[src/rtl/imem_loader.sv]
// imem_loader: boot-time loader that takes a length-prefixed byte stream and
// packs the payload little-endian into 32-bit instruction memory word writes.
//
//   state   | meaning
//   --------+------------------------------------------------------------
//   S_IDLE  | waiting for start after reset
//   S_LEN   | collecting the 4-byte little-endian payload length
//   S_DATA  | collecting payload bytes into the word buffer
//   S_WRITE | one-cycle memory write of the packed word
//   S_DONE  | load finished, done held until the next start
//   S_ERR   | length exceeded capacity, error held until the next start
module imem_loader #(
  parameter logic [31:0] BASE_ADDR = 32'h0000_0000,
  parameter logic [31:0] MAX_BYTES = 32'(4 << 20)
) (
  input  logic        clk,
  input  logic        rst_n,
  input  logic        start,
  input  logic        in_valid,
  input  logic [7:0]  in_data,
  output logic        in_ready,
  output logic        mem_we,
  output logic [31:0] mem_addr,
  output logic [31:0] mem_wdata,
  output logic [3:0]  mem_be,
  output logic        busy,
  output logic        done,
  output logic        error,
  output logic [31:0] bytes_written
);

  typedef enum logic [2:0] {
    S_IDLE, S_LEN, S_DATA, S_WRITE, S_DONE, S_ERR
  } state_t;

  state_t      state;
  logic [31:0] len_q;
  logic [2:0]  lane;       // lane index in DATA, byte counter in LEN; holds fill count in WRITE
  logic [31:0] word_idx;
  logic [31:0] buf_q;

  logic        xfer;
  logic [31:0] len_full;
  logic [31:0] buf_ins;
  logic [2:0]  fill_nxt;
  logic        last_byte;
  logic [31:0] bw_nxt;

  assign xfer      = in_valid && in_ready;
  assign len_full  = {in_data, len_q[31:8]};
  assign buf_ins   = buf_q | ({24'd0, in_data} << {lane[1:0], 3'b000});
  assign fill_nxt  = lane + 3'd1;
  // Payload bytes of the current word are not yet committed, so add them in.
  assign last_byte = (bytes_written + {29'd0, fill_nxt}) == len_q;
  assign bw_nxt    = bytes_written + {29'd0, lane};

  function automatic logic [3:0] be_mask(input logic [2:0] n);
    case (n)
      3'd1:    be_mask = 4'b0001;
      3'd2:    be_mask = 4'b0011;
      3'd3:    be_mask = 4'b0111;
      default: be_mask = 4'b1111;
    endcase
  endfunction

  // Loader FSM with all outputs registered; write bus defaults to zero each cycle.
  always_ff @(posedge clk or negedge rst_n) begin
    if (!rst_n) begin
      state         <= S_IDLE;
      len_q         <= '0;
      lane          <= '0;
      word_idx      <= '0;
      buf_q         <= '0;
      in_ready      <= 1'b0;
      mem_we        <= 1'b0;
      mem_addr      <= '0;
      mem_wdata     <= '0;
      mem_be        <= '0;
      busy          <= 1'b0;
      done          <= 1'b0;
      error         <= 1'b0;
      bytes_written <= '0;
    end else begin
      mem_we    <= 1'b0;
      mem_addr  <= '0;
      mem_wdata <= '0;
      mem_be    <= '0;
      case (state)
        S_IDLE, S_DONE, S_ERR: begin
          if (start) begin
            state         <= S_LEN;
            len_q         <= '0;
            lane          <= '0;
            word_idx      <= '0;
            buf_q         <= '0;
            bytes_written <= '0;
            in_ready      <= 1'b1;
            busy          <= 1'b1;
            done          <= 1'b0;
            error         <= 1'b0;
          end
        end
        S_LEN: begin
          if (xfer) begin
            len_q <= len_full;
            if (lane == 3'd3) begin
              lane <= '0;
              if (len_full == 32'd0) begin
                state    <= S_DONE;
                in_ready <= 1'b0;
                busy     <= 1'b0;
                done     <= 1'b1;
              end else if (len_full > MAX_BYTES) begin
                state    <= S_ERR;
                in_ready <= 1'b0;
                busy     <= 1'b0;
                error    <= 1'b1;
              end else begin
                state <= S_DATA;
              end
            end else begin
              lane <= fill_nxt;
            end
          end
        end
        S_DATA: begin
          if (xfer) begin
            buf_q <= buf_ins;
            lane  <= fill_nxt;
            if (lane == 3'd3 || last_byte) begin
              state     <= S_WRITE;
              in_ready  <= 1'b0;
              mem_we    <= 1'b1;
              mem_addr  <= BASE_ADDR + (word_idx << 2);
              mem_wdata <= buf_ins;
              mem_be    <= be_mask(fill_nxt);
            end
          end
        end
        S_WRITE: begin
          bytes_written <= bw_nxt;
          word_idx      <= word_idx + 32'd1;
          lane          <= '0;
          buf_q         <= '0;
          if (bw_nxt == len_q) begin
            state <= S_DONE;
            busy  <= 1'b0;
            done  <= 1'b1;
          end else begin
            state    <= S_DATA;
            in_ready <= 1'b1;
          end
        end
        default: begin
          state    <= S_IDLE;
          in_ready <= 1'b0;
          busy     <= 1'b0;
        end
      endcase
    end
  end

endmodule

[config.mk]
export PLATFORM = sky130hd
export DESIGN_NAME = imem_loader
export DESIGN_NICKNAME = d
export VERILOG_FILES = /design/src/rtl/imem_loader.sv
export SDC_FILE = /design/constraint.sdc
export NUM_CORES = 1
export LEC_CHECK = 0
export ABC_AREA = 1
export CORE_MARGIN = 2
export CORE_UTILIZATION = 27
export DETAILED_ROUTE_END_ITERATION = 8
export PLACE_DENSITY_LB_ADDON = 0.12
export SLEW_MARGIN = 15
export SYNTH_ARGS = -nofsm -noshare
export SYNTH_HDL_FRONTEND = slang
export SYNTH_SLANG_ARGS = --single-unit
[constraint.sdc]
create_clock -name clk -period 3.1 [get_ports clk]
set_input_delay 0.31 -clock clk [delete_from_list [all_inputs] [get_ports clk]]
set_output_delay 0.31 -clock clk [all_outputs]
set_load 0.005 [all_outputs]
Word-level counts from Yosys, hierarchy flattened
Cells that the tools add are included.
{"block": "word_totals", "register_bits": 207, "inputBits": 12, "output_inout_bits": 105, "elab_cells": 119}
{"block": "classes", "addsub": 4, "order_cmp": 1, "eq_ne": 22, "n_shift": 1, "n_mux": 56, "bitwise": 2, "reduce_logical": 19}
{"cell": "32-bit two-way mux", "n": 9}
{"cell": "32-bit one-hot mux with 2 select lines", "n": 3}
{"cell": "32-bit one-hot mux with 3 select lines", "n": 1}
{"cell": "32-bit by 3-bit adder with 32-bit output", "n": 2}
{"cell": "32-bit equality test", "n": 2}
{"cell": "3-bit two-way mux", "n": 12}
{"cell": "32-bit by 1-bit adder with 32-bit output, second input constant", "n": 1}
{"cell": "32-bit by 23-bit greater-than comparator with 1-bit output, second input constant", "n": 1}
{"cell": "32-bit zero test", "n": 1}
{"cell": "32-bit bitwise OR", "n": 1}
{"cell": "8-bit by 5-bit left shift with 32-bit output", "n": 1}
{"cell": "3-bit one-hot mux with 4 select lines", "n": 2}
{"cell": "1-bit two-way mux", "n": 21}
{"cell": "2-bit inequality test, second input constant", "n": 10}
{"cell": "6-bit AND reduction", "n": 3}
{"cell": "3-bit by 2-bit equality test with 1-bit output, second input constant", "n": 5}
{"cell": "4-bit two-way mux", "n": 3}
{"cell": "4-bit one-hot mux with 3 select lines", "n": 1}
{"cell": "1-bit one-hot mux with 4 select lines", "n": 2}
{"cell": "7-bit AND reduction", "n": 1}
{"cell": "3-bit by 1-bit equality test with 1-bit output, second input constant", "n": 2}
{"cell": "3-bit equality test, second input constant", "n": 2}
{"cell": "3-bit AND reduction", "n": 2}
{"cell": "3-bit nonzero test", "n": 2}
{"cell": "other kinds (14)", "n": 15}

Logic depth before layout (Yosys ltp)
Gate-level depths: netlist of the first run.
{"block": "depth", "word_depth": 7, "depth_mapped": 22, "mapped_depth_nobuf": 22}

Worst setup path after synthesis of the first run
No wires, ideal clock.
{"block": "synth_timing", "kind": "reg2reg", "startpoint": "register lane[1]", "endpoint": "register mem_wdata[21]", "setup_time_ps": 71, "arrival_time_ps": 3044, "t_required_ps": 3029, "setup_slack_ps": -15, "path_stages_with_launch": 22, "n_path_buf": 3, "synth_period_minus_slack_ps": 3115, "path_cell_list": "dfrtp_1 -> inv_1 -> clkbuf_1 -> ha_1 -> fa_1 -> nand2_1 -> nand2_1 -> nand2_1 -> nor2_1 -> nand3_1 -> nand2_1 -> inv_1 -> nand3_1 -> nor2_1 -> nand2_1 -> nor2_1 -> nand3_1 -> nand2_1 -> nand3_2 -> buf_6 -> buf_6 -> nor2_1"}
{"block": "synth_via", "elab_chain_len": 7, "word_cells_on_any_way": 10, "classes_between": "add/sub (2); eq/ne (2); shift (1); mux (3); bitwise (1); reduce/logical (1)"}
{"element": "start: declaration", "line_no": "38", "rtl": "logic [2:0] lane;"}
{"element": "start signal: assignment", "line_no": "122", "rtl": "lane <= fill_nxt;"}
{"element": "start signal: assignment", "line_no": "129", "rtl": "lane <= fill_nxt;"}
{"element": "3-bit by 1-bit adder with 3-bit output", "line_no": "52", "rtl": "assign fill_nxt = lane + 3'd1;"}
{"element": "32-bit by 3-bit adder with 32-bit output", "line_no": "54", "rtl": "assign last_byte = (bytes_written + {29'd0, fill_nxt}) == len_q;"}
{"element": "32-bit equality test", "line_no": "54"}
{"element": "1-bit logical OR", "line_no": "130", "rtl": "if (lane == 3'd3 || last_byte) begin"}
{"element": "32-bit two-way mux *", "line_no": "130"}
{"element": "32-bit two-way mux *", "line_no": "127", "rtl": "if (xfer) begin"}
{"element": "32-bit two-way mux *", "line_no": "88", "rtl": "case (state)"}
{"element": "end signal: assignment", "line_no": "135", "rtl": "mem_wdata <= buf_ins;"}
{"element": "end: declaration", "line_no": "24", "rtl": "output logic [31:0] mem_wdata,"}
Mark *: on every way between the ends. The rest lies on a longest branch, timed or not.
A chain may end at the register's enable or synchronous reset.

Final worst setup path of the first run
{"block": "layout_timing", "startpoint": "register lane[1]", "endpoint": "register mem_wdata[24]"}
The elaborated chain is that of the path after synthesis.

==> summary.txt, run 1 <==
Yosys
  • Simple-gate portion of the synthesized area: 28.34%
  • Adder-cell share of the synthesized area: 1.842%
  • Syn Inst Count: 1,451
  • Ys async rst share: 100.0%
  • Area share of the largest cell type after synthesis: 45.93%
  • Warnings from Yosys: 0
  • Top-count cell post-synth: nand2_1
  • Number of library cell types mapped by synthesis: 41
  • Yosys reg bits: 202
  • Largest family of logic cells by synthesized area: simple AND/OR/NAND/NOR gates
  • Most used DFF post-synth: dfrtp_1
  • XOR/XNOR Fraction of Synth Area: 3.661%
  • Most instantiated cells after synthesis: nand2_1, inv_1, dfrtp_1
  • Area leader, netlist: dfrtp_1
  • Syn avg cell area: 7.585 um^2
  • Post-synth EDFFs: 0
  • Post-Syn Area: 11,010 um^2
  • Mux share of post-synthesis cell area: 0%
  • Post-synthesis compound-gate area fraction: 10.32%
  • Sequential share of the synthesized area: 45.93%
  • Largest cells by area after synthesis: dfrtp_1, nand2_1, inv_1

Setup path
  • Crit Path Category: reg -> reg
  • Crit path capture: mem_wdata[24]
  • CP Launch Point: lane[1]
  • CP peak stage delay: 410 ps
  • Crit-path cells: ha_2, ha_4, inv_4, ha_4, buf_6, nand2_1, nor2_1, nand3_1, buf_4, nand3_1, nand2_1, inv_1, nand2_1, nor2_1, nand2_1, nor2_2, nand3_2, nand2_2, nand3_4, buf_12, clkbuf_16, nor2_4
  • FF-to-FF End: mem_wdata[24]
  • RR Startpoint: lane[1]
  • Crit path arrival time: 3630 ps
  • CP max-delay cell: dfrtp_1
  • Crit start category: flop
  • CP dominant cell by count: nand2_1
  • Worst setup EP type: flop
  • CP max FO: 8
  • CP Data Required Time: 3580 ps
  • Setup slack, reg-to-reg: -50 ps
  • R2R depth: 22

Routing
  • Initial DRC Count: 727
  • Routed WL: 38,640 um
  • ANT nets after route: 0
  • TritonRoute pass-1 iters: 5
  • Via count: 10.23k
  • Via/cell ratio: 4.679
  • Detailed-route DRC error count: 0
  • WL/cell: 17.68 um

Clocking
  • Root buf cell: clkbuf_16
  • Clock transition at path regs: 60 ps
  • Clk buf depth: 3
  • Worst skew pair latency: 550 ps
  • H-tree Lvls: 1
  • Cts bufs inserted: 26
  • TritonCTS clock tree: yes
  • Clock sink total: 202

Layout
  • Synth-to-Final Area Change: 36.69%
  • Fraction of layout cells with a size suffix above 1: 18.00%
  • Ant diodes: 0
  • Area occupied by multi-input gates: 5504 um^2
  • Reg area: 5055 um^2
  • Final #Nets: 1,668
  • Filler cells: 4,131
  • Design Area, Final: 15,040 um^2

STA
  • Number of max-slew violations in the final report: 0
  • Least-Margin Pin Slew: 879.0 ps
  • Slew HR: 41.34%
  • Period Utilization, post-route: 101.5%
  • Final hold violations: 0
  • PnR worst setup slack: -47.85 ps
  • Worst hold margin: 336.7 ps
  • Final setup fails: 44
  • RSZ-0062 raised after global routing: true
  • Fin crit period: 3148 ps
  • Final worst clock skew: 13.15 ps
  • Max Freq: 0.3177 GHz

Place
  • Port bufs: 114
  • Gpl congestion: 0.8989
  • Hpwl dp: 27,720 um
  • Dpl cell area: 13,180 um^2
  • Placement Setup Slack: -320.6 ps

Floorplan
  • Die Area: 42,390 um^2
  • Io pins: 117
  • # rows: 73
  • Die Y: 205.9 um
  • Core area: 40,010 um^2
  • DIE WIDTH: 205.9 um
  • Starting Density: 27.51%

Global routing
  • GRT overflow: 0
  • Total track usage: 18.02%
  • First-pass GRT wire length: 58,440 um
  • Initial antenna violation count: 0
  • Vias in the first global route: 9,852
  • Largest net degree at the start of global routing: 84

Status
  • Outcome: finished with violations
  • Failing checks: negative setup slack

Power
  • Cell leakage power: 6.596 nW
  • Pwr Density: 576.4 nW/um^2
  • Peak VDD IR: 0.3168 mV

Job
  • Max-Cap Viols: 0

Worst hold path
  • HP Class: in -> async
-- power by group --
| group | internal [mW] | switching, mW | leakage, nW |
|---|---|---|---|
| logic | 0.849 | 1.77 | 3.35 |
| registers | 2.78 | 0.166 | 2.80 |
| clock network | 1.86 | 1.25 | 0.437 |
| total | 5.48 | 3.19 | 6.60 |
-- worst min path at each step --
| stage | startpoint | endpoint | slack (ps) | cells after the start |
|---|---|---|---|---|
| after global placement | rst_n | mem_addr[6] | 370 | 1 |
| after CTS | rst_n | mem_addr[6] | 350 | 2 |
| after global routing | rst_n | mem_addr[6] | 380 | 2 |
| after floorplan | rst_n | buf_q[0] | 10 | 0 |
| after detailed placement | rst_n | mem_addr[6] | 370 | 1 |
| final | rst_n | mem_addr[6] | 340 | 2 |
-- final cells by class --
cell class / count / share of cell area [%]
sequential: 202 / 33.60
inverter: 235 / 5.889
clock buffer: 33 / 4.899
clock inverter: 15 / 1.031
multi-input combinational: 975 / 36.59
tap: 525 / 4.367
timing repair buffer: 201 / 13.62
-- cells by family after synthesis --
logic type      count (synthesis)
simple gates                  706
buf+inv                       275
compound gates                206
flops                         202
xor+xnor                       46
fa+ha+maj                      15
other cells                     1
-- placed cells by master (no fill, tap or decap), drive strengths merged, types with 21 or more instances in the layout --
master and instances:
a21oi 22, buf 80, clkbuf 40, clkdlybuf4s50 113
dfrtp 202, inv 233, nand2 337, nand3 139
nand4 21, nor2 186, o21ai 126, o22ai 33
xor2 34
-- layer usage --
layer,GRT usage (%),up-vias,wire (um)
met4,4.184,0,691
met5,0,-,0
li1,-,5013,-
met1,25.62,4946,18220
met3,2.081,47,1568
met2,29.32,223,18160
-- per-stage QoR --
step           utilization [%]  total power, mW  std cells  setup TNS, ps
3_3_place_gp             32.94            5.370       2118         -14150
6_report                 37.60            8.671       2186          -1057
2_1_floorplan                -            4.400       1452              0
5_1_grt                  37.60            9.207       2186         -10940
3_5_place_dp             32.94            5.362       2118         -18880
4_1_cts                  35.83            8.607       2171          -1020
-- state kept, by name, indices dropped and copies added, names as in the netlist --
signal,count
word_idx,30
mem_wdata,32
in_ready,1
error,1
len_q,32
state,3
lane,3
buf_q,32
done,1
mem_be,4
bytes_written,32
mem_addr,30
busy,1
-- critical path: cells and delay by family, from the launching register on --
| family | cells | cell delay (ps) |
|---|---|---|
| AND/OR/NAND/NOR | 13 | 1160 |
| flip-flops | 1 | 410 |
| adder cells (fa/ha/maj) | 3 | 770 |
| buffers and inverters | 6 | 720 |
-- timing repair --
item	4_1_cts	5_1_grt
gates cloned	2	8
setup endpoints to repair	72	72
pin swaps	8	29
setup buffers	2	7
endpoints found under the hold margin	66	0
hold buffers	1	0
resized for setup	48	126
No activity file was read; power rests on OpenSTA's default activity.
==> inputs of run 2 (changes only) <==
==> constraint.sdc (replaced) <==
create_clock -name clk -period 3.6 [get_ports clk]
set_input_delay 0.72 -clock clk [delete_from_list [all_inputs] [get_ports clk]]
set_output_delay 0.72 -clock clk [all_outputs]
set_load 0.005 [all_outputs]
==> run 2 against run 1 <==
Compared with the run above:
- the run now ends clean
- clock skew rose by 7.3 ps
- clock-buffer cell count increased by 8
- power shrank 17%
- setup slack better by 320 ps
- clock power is 15% lower
- global-route usage shrank 0.28 points
- hold slack got worse by 120 ps
- cell area decreased by 7.3%
- combinational power shrank 23%
- critical path type unchanged
- largest power group unchanged
==> summary.txt, run 2 (synthesis gave the netlist of run 1 again) <==
Setup path
  • R2R depth: 19
  • Setup slack, reg-to-reg: 270 ps
  • Worst setup EP type: flop
  • RR Startpoint: lane[0]
  • CP max FO: 9
  • Crit Path Category: reg -> reg
  • Crit start category: flop
  • Crit path arrival time: 3800 ps
  • FF-to-FF End: mem_be[1]
  • CP Data Required Time: 4070 ps

Floorplan
  • DIE WIDTH: 205.9 um
  • Core area: 40,010 um^2
  • Io pins: 117
  • # rows: 73
  • Die Area: 42,390 um^2
  • Starting Density: 27.51%
  • Die Y: 205.9 um

STA
  • Fin crit period: 3330 ps
  • Final worst clock skew: 20.44 ps
  • Max Freq: 0.3003 GHz
  • Least-Margin Pin Slew: 807.6 ps
  • PnR worst setup slack: 269.7 ps
  • Final hold violations: 0
  • Sum Neg Setup Slack: 0 ps
  • Number of max-slew violations in the final report: 0
  • RSZ-0062 raised after global routing: false
  • Period Utilization, post-route: 92.51%
  • Slew HR: 46.10%
  • Final setup fails: 0

Power
  • Peak VDD IR: 0.3155 mV
  • Total power: 7.185 mW
  • Cell leakage power: 6.228 nW
  • Pwr Density: 515.2 nW/um^2

Global routing
  • First-pass GRT wire length: 57,580 um
  • Total track usage: 17.74%
  • GRT overflow: 0
  • Vias in the first global route: 9,666
  • Largest net degree at the start of global routing: 86
  • Initial antenna violation count: 0

Layout
  • Fraction of layout cells with a size suffix above 1: 9.418%
  • Final core area utilization: 34.86%
  • Synth-to-Final Area Change: 26.73%
  • Ant diodes: 0
  • Design Area, Final: 13,950 um^2
  • Final #Nets: 1,620
  • Most common cell after layout, fill and taps aside: nand2_1
  • Most frequent cells in the layout: nand2_1, inv_1, dfrtp_1

Routing
  • WL/cell: 17.64 um
  • TritonRoute pass-1 iters: 5
  • Routed WL: 37,730 um
  • Detailed-route DRC error count: 0
  • ANT nets after route: 0
  • Initial DRC Count: 675
  • Via count: 9,995
  • Via/cell ratio: 4.673

Worst hold path
  • HP Class: in -> async

Clocking
  • Worst skew pair latency: 560 ps
  • Cts bufs inserted: 27
  • H-tree Lvls: 1
  • Clock sink total: 202
  • Root buf cell: clkbuf_16
  • Clock transition at path regs: 60 ps
  • Hold_buf cts: 0
  • Clk buf depth: 3
  • TritonCTS clock tree: yes

Job
  • Max-Cap Viols: 0

Place
  • Gpl congestion: 0.8934
  • Port bufs: 114
  • Hpwl dp: 27,550 um
  • Dpl cell area: 12,900 um^2
  • Placement Setup Slack: 53.93 ps

Status
  • Outcome: completed
-- run 2: cell count changes in the layout (fill, tap and decap cells not counted), moves of 6 or more --
cell / before / now
buf_4: 67 / 29
clkbuf_1: 1 / 9
ha_1: 7 / 13
nand2_1: 302 / 326
nor2_1: 90 / 137
nor2_2: 31 / 39
nand2_2: 32 / 11
nor2_4: 65 / 10
-- run 2: power by group --
part / switching, mW / leakage, nW / internal (mW) / total [mW]
Clock: 1.06 / 0.424 / 1.57 / 2.63
Combinational: 1.41 / 3.00 / 0.614 / 2.02
Sequential: 0.142 / 2.80 / 2.39 / 2.53
Total: 2.61 / 6.23 / 4.57 / 7.19
-- run 2: through the flow --
| stage | instances | hold WS [ps] |
|---|---|---|
| final | 2139 | 214.2 |
| after floorplan | 1452 | 424.4 |
| after global routing | 2139 | 268.2 |
| after CTS | 2132 | 241.6 |
| after global placement | 2082 | 506.0 |
| after detailed placement | 2082 | 500.9 |
-- run 2: how the worst max path moves through the flow --
stage	startpoint	endpoint	slack [ps]	cells past startpoint
after detailed placement	lane[0]	mem_wdata[5]	50	17
after floorplan	lane[1]	mem_wdata[21]	490	21
after global placement	lane[0]	mem_wdata[31]	30	17
final	lane[0]	mem_be[1]	270	19
after CTS	lane[0]	mem_wdata[4]	60	19
after global routing	lane[0]	mem_addr[21]	20	21
-- run 2: cell type report --
class	instances	area (um^2)
clock inverters	9	93.84
inverters	235	882.1
fillers	4242	26060
repair buffers	152	1556
flip-flops and latches	202	5055
multi-input cells	975	4925
clock buffers	41	778.2
well taps	525	656.9
-- run 2: metal layers --
metal	global-route usage, %	vias up	routed length [um]
met2	28.03	255	17100
met5	0	-	0
met3	2.744	44	2126
met1	25.35	4778	17790
met4	4.413	0	706
li1	-	4918	-
-- run 2: worst max-delay path, cell delays in order (launching register included) --
cell	delay [ps]
dfrtp_1	390
ha_1	220
ha_1	290
inv_1	60
ha_1	360
inv_1	80
nand2_1	110
nand2_2	120
nor2_4	160
buf_4	150
nand2_1	110
o21ai_1	140
nand4_1	120
nor2_2	150
nand3_2	130
nand2_1	120
nand3_4	80
buf_12	180
buf_4	140
a31oi_1	120
-- run 2: what timing repair did --
action / CTS / global route
resized for setup: 1 / 14
cloned: 0 / 4
endpoints found under the setup margin: 2 / 66
setup buffers: 0 / 3
==> inputs of run 3 (changes only) <==
Settings changed: SETUP_SLACK_MARGIN set to 0.4.
==> run 3 against run 2 <==
Compared with the run above:
- sequential power is essentially flat
- sequential cell count is the same
- power grew 1.5%
- critical path depth is the same
- register-to-register slack gained 170 ps
- clock skew shrank 0.68 ps
- clock power is essentially flat
- largest cell class is now multi-input gates
==> summary.txt, run 3 (synthesis gave the netlist of run 1 again) <==
STA
  • Final hold violations: 0
  • Number of max-slew violations in the final report: 0
  • Final worst clock skew: 19.76 ps
  • Period Utilization, post-route: 87.80%
  • Least-Margin Pin Slew: 818.7 ps
  • Final setup fails: 0
  • Slew HR: 45.36%
  • Worst hold margin: 212.1 ps
  • Sum Neg Setup Slack: 0 ps
  • PnR worst setup slack: 439.4 ps
  • RSZ-0062 raised after global routing: true
  • Max Freq: 0.3164 GHz
  • Fin crit period: 3161 ps

Power
  • Clock network power share: 36.1%
  • Logic pwr share: 29.1%
  • Pwr Density: 512.4 nW/um^2
  • Sequential Power Share: 34.8%
  • Peak VDD IR: 0.3157 mV
  • Cell leakage power: 6.283 nW
  • Net Sw Frac: 36.48%
  • Net switching power: 2.659 mW
  • Internal: 4.630 mW

Clocking
  • Cts bufs inserted: 27
  • Clk buf depth: 3
  • Clock transition at path regs: 60 ps
  • H-tree Lvls: 1
  • Worst skew pair latency: 570 ps
  • Clock sink total: 202
  • TritonCTS clock tree: yes
  • Hold_buf cts: 0
  • Root buf cell: clkbuf_16

Worst hold path
  • HP Class: in -> async

Status
  • Outcome: completed

Setup path
  • CP Data Required Time: 4070 ps
  • Worst setup EP type: flop
  • CP max FO: 7
  • Crit path arrival time: 3630 ps
  • Crit Path Category: reg -> reg
  • Crit start category: flop

Routing
  • TritonRoute pass-1 iters: 5
  • Routed WL: 37,800 um
  • Routed met1 length: 18,060 um
  • Initial DRC Count: 690
  • ANT nets after route: 0
  • Via/cell ratio: 4.654
  • DR top layer: met4
  • WL/cell: 17.64 um
  • Via count: 9,974
  • Met3 WL: 1871 um
  • Detailed-route DRC error count: 0
  • Met2 WL: 17,160 um

Floorplan
  • Io pins: 117
  • Die Area: 42,390 um^2
  • DIE WIDTH: 205.9 um
  • Die Y: 205.9 um
  • Starting Density: 27.51%
  • Core area: 40,010 um^2
  • # rows: 73

Place
  • Hpwl dp: 27,550 um
  • Gpl congestion: 0.8934
  • Dpl cell area: 12,900 um^2
  • Port bufs: 114
  • Placement Setup Slack: 53.93 ps

Layout
  • Ant diodes: 0
  • Final #Nets: 1,624
  • Fraction of layout cells with a size suffix above 1: 13.29%
  • Final core area utilization: 35.56%
  • Design Area, Final: 14,230 um^2
  • Most common cell after layout, fill and taps aside: nand2_1
  • Synth-to-Final Area Change: 29.26%
  • Most frequent cells in the layout: nand2_1, inv_1, dfrtp_1

Global routing
  • GRT overflow: 0
  • First-pass GRT wire length: 57,840 um
  • Vias in the first global route: 9,689
  • Initial antenna violation count: 0
  • Largest net degree at the start of global routing: 86
  • Total track usage: 17.85%

Job
  • Max-Cap Viols: 0
-- run 3: cell types whose count changed in the layout (fill, tap and decap cells not counted), sizes merged --
cell      change
clkinvlp      +1
buf           +4
clkinv        -1
-- run 3: final timing paths --
check / from / endpoint / slack [ps] / depth (start not counted)
max in group asynchronous: rst_n / bytes_written[0] / 2580 / 2
hold reg to reg: len_q[0] / len_q[0] / 510 / 2
setup reg to reg: lane[0] / mem_be[1] / 440 / 19
min in group clk: len_q[0] / len_q[0] / 510 / 2
setup / recovery: lane[0] / mem_be[1] / 440 / 19
hold / removal: rst_n / mem_addr[8] / 210 / 1
-- run 3: per-layer routing --
layer  global-route usage [%]  up-vias
met5                        0        -
met4                    4.413        0
met3                    2.744       43
met2                    28.23      233
met1                    25.51     4775
li1                         -     4923
-- run 3: metrics by stage --
stage | cells | total power [mW]
global placement | 2082 | 4.591
floorplan | 1452 | 3.787
global route | 2143 | 7.769
detailed placement | 2082 | 4.579
CTS | 2135 | 7.306
finish | 2143 | 7.290
-- run 3: worst max-delay path, stage by stage (launching register included) --
cell,delay [ps]
dfrtp_1,380
buf_6,130
clkinvlp_4,120
ha_4,260
fa_2,550
xnor2_2,110
nand2_1,70
nor2_2,150
nand2_1,60
nor2_1,100
nand2_1,70
nor2_2,80
nand2_1,70
nor2_2,160
nand3_2,140
nand2_2,110
nand3_4,70
buf_12,190
buf_6,130
a31oi_1,120
-- run 3: layout make-up --
class	instances	area, um^2
fill	4219	25780
multi-input combinational	975	5154
sequential	202	5055
timing repair buffer	156	1603
inverter	235	885.9
clock buffer	41	778.2
tap	525	656.9
clock inverter	9	93.84
-- run 3: repair_timing --
item / in CTS / in global routing
pin swaps: 2 / 20
cloned: 1 / 3
resized for setup: 19 / 63
setup endpoints to repair: 70 / 72
setup buffers: 2 / 5
-- run 3: power by group through the flow --
stage | logic, mW | clock network [mW] | registers (mW)
after CTS | 2.05 | 2.72 | 2.54
after global placement | 2.01 | 0 | 2.58
after floorplan | 1.27 | 0 | 2.52
after global routing | 2.40 | 2.82 | 2.55
final | 2.12 | 2.63 | 2.54
after detailed placement | 2.00 | 0 | 2.58
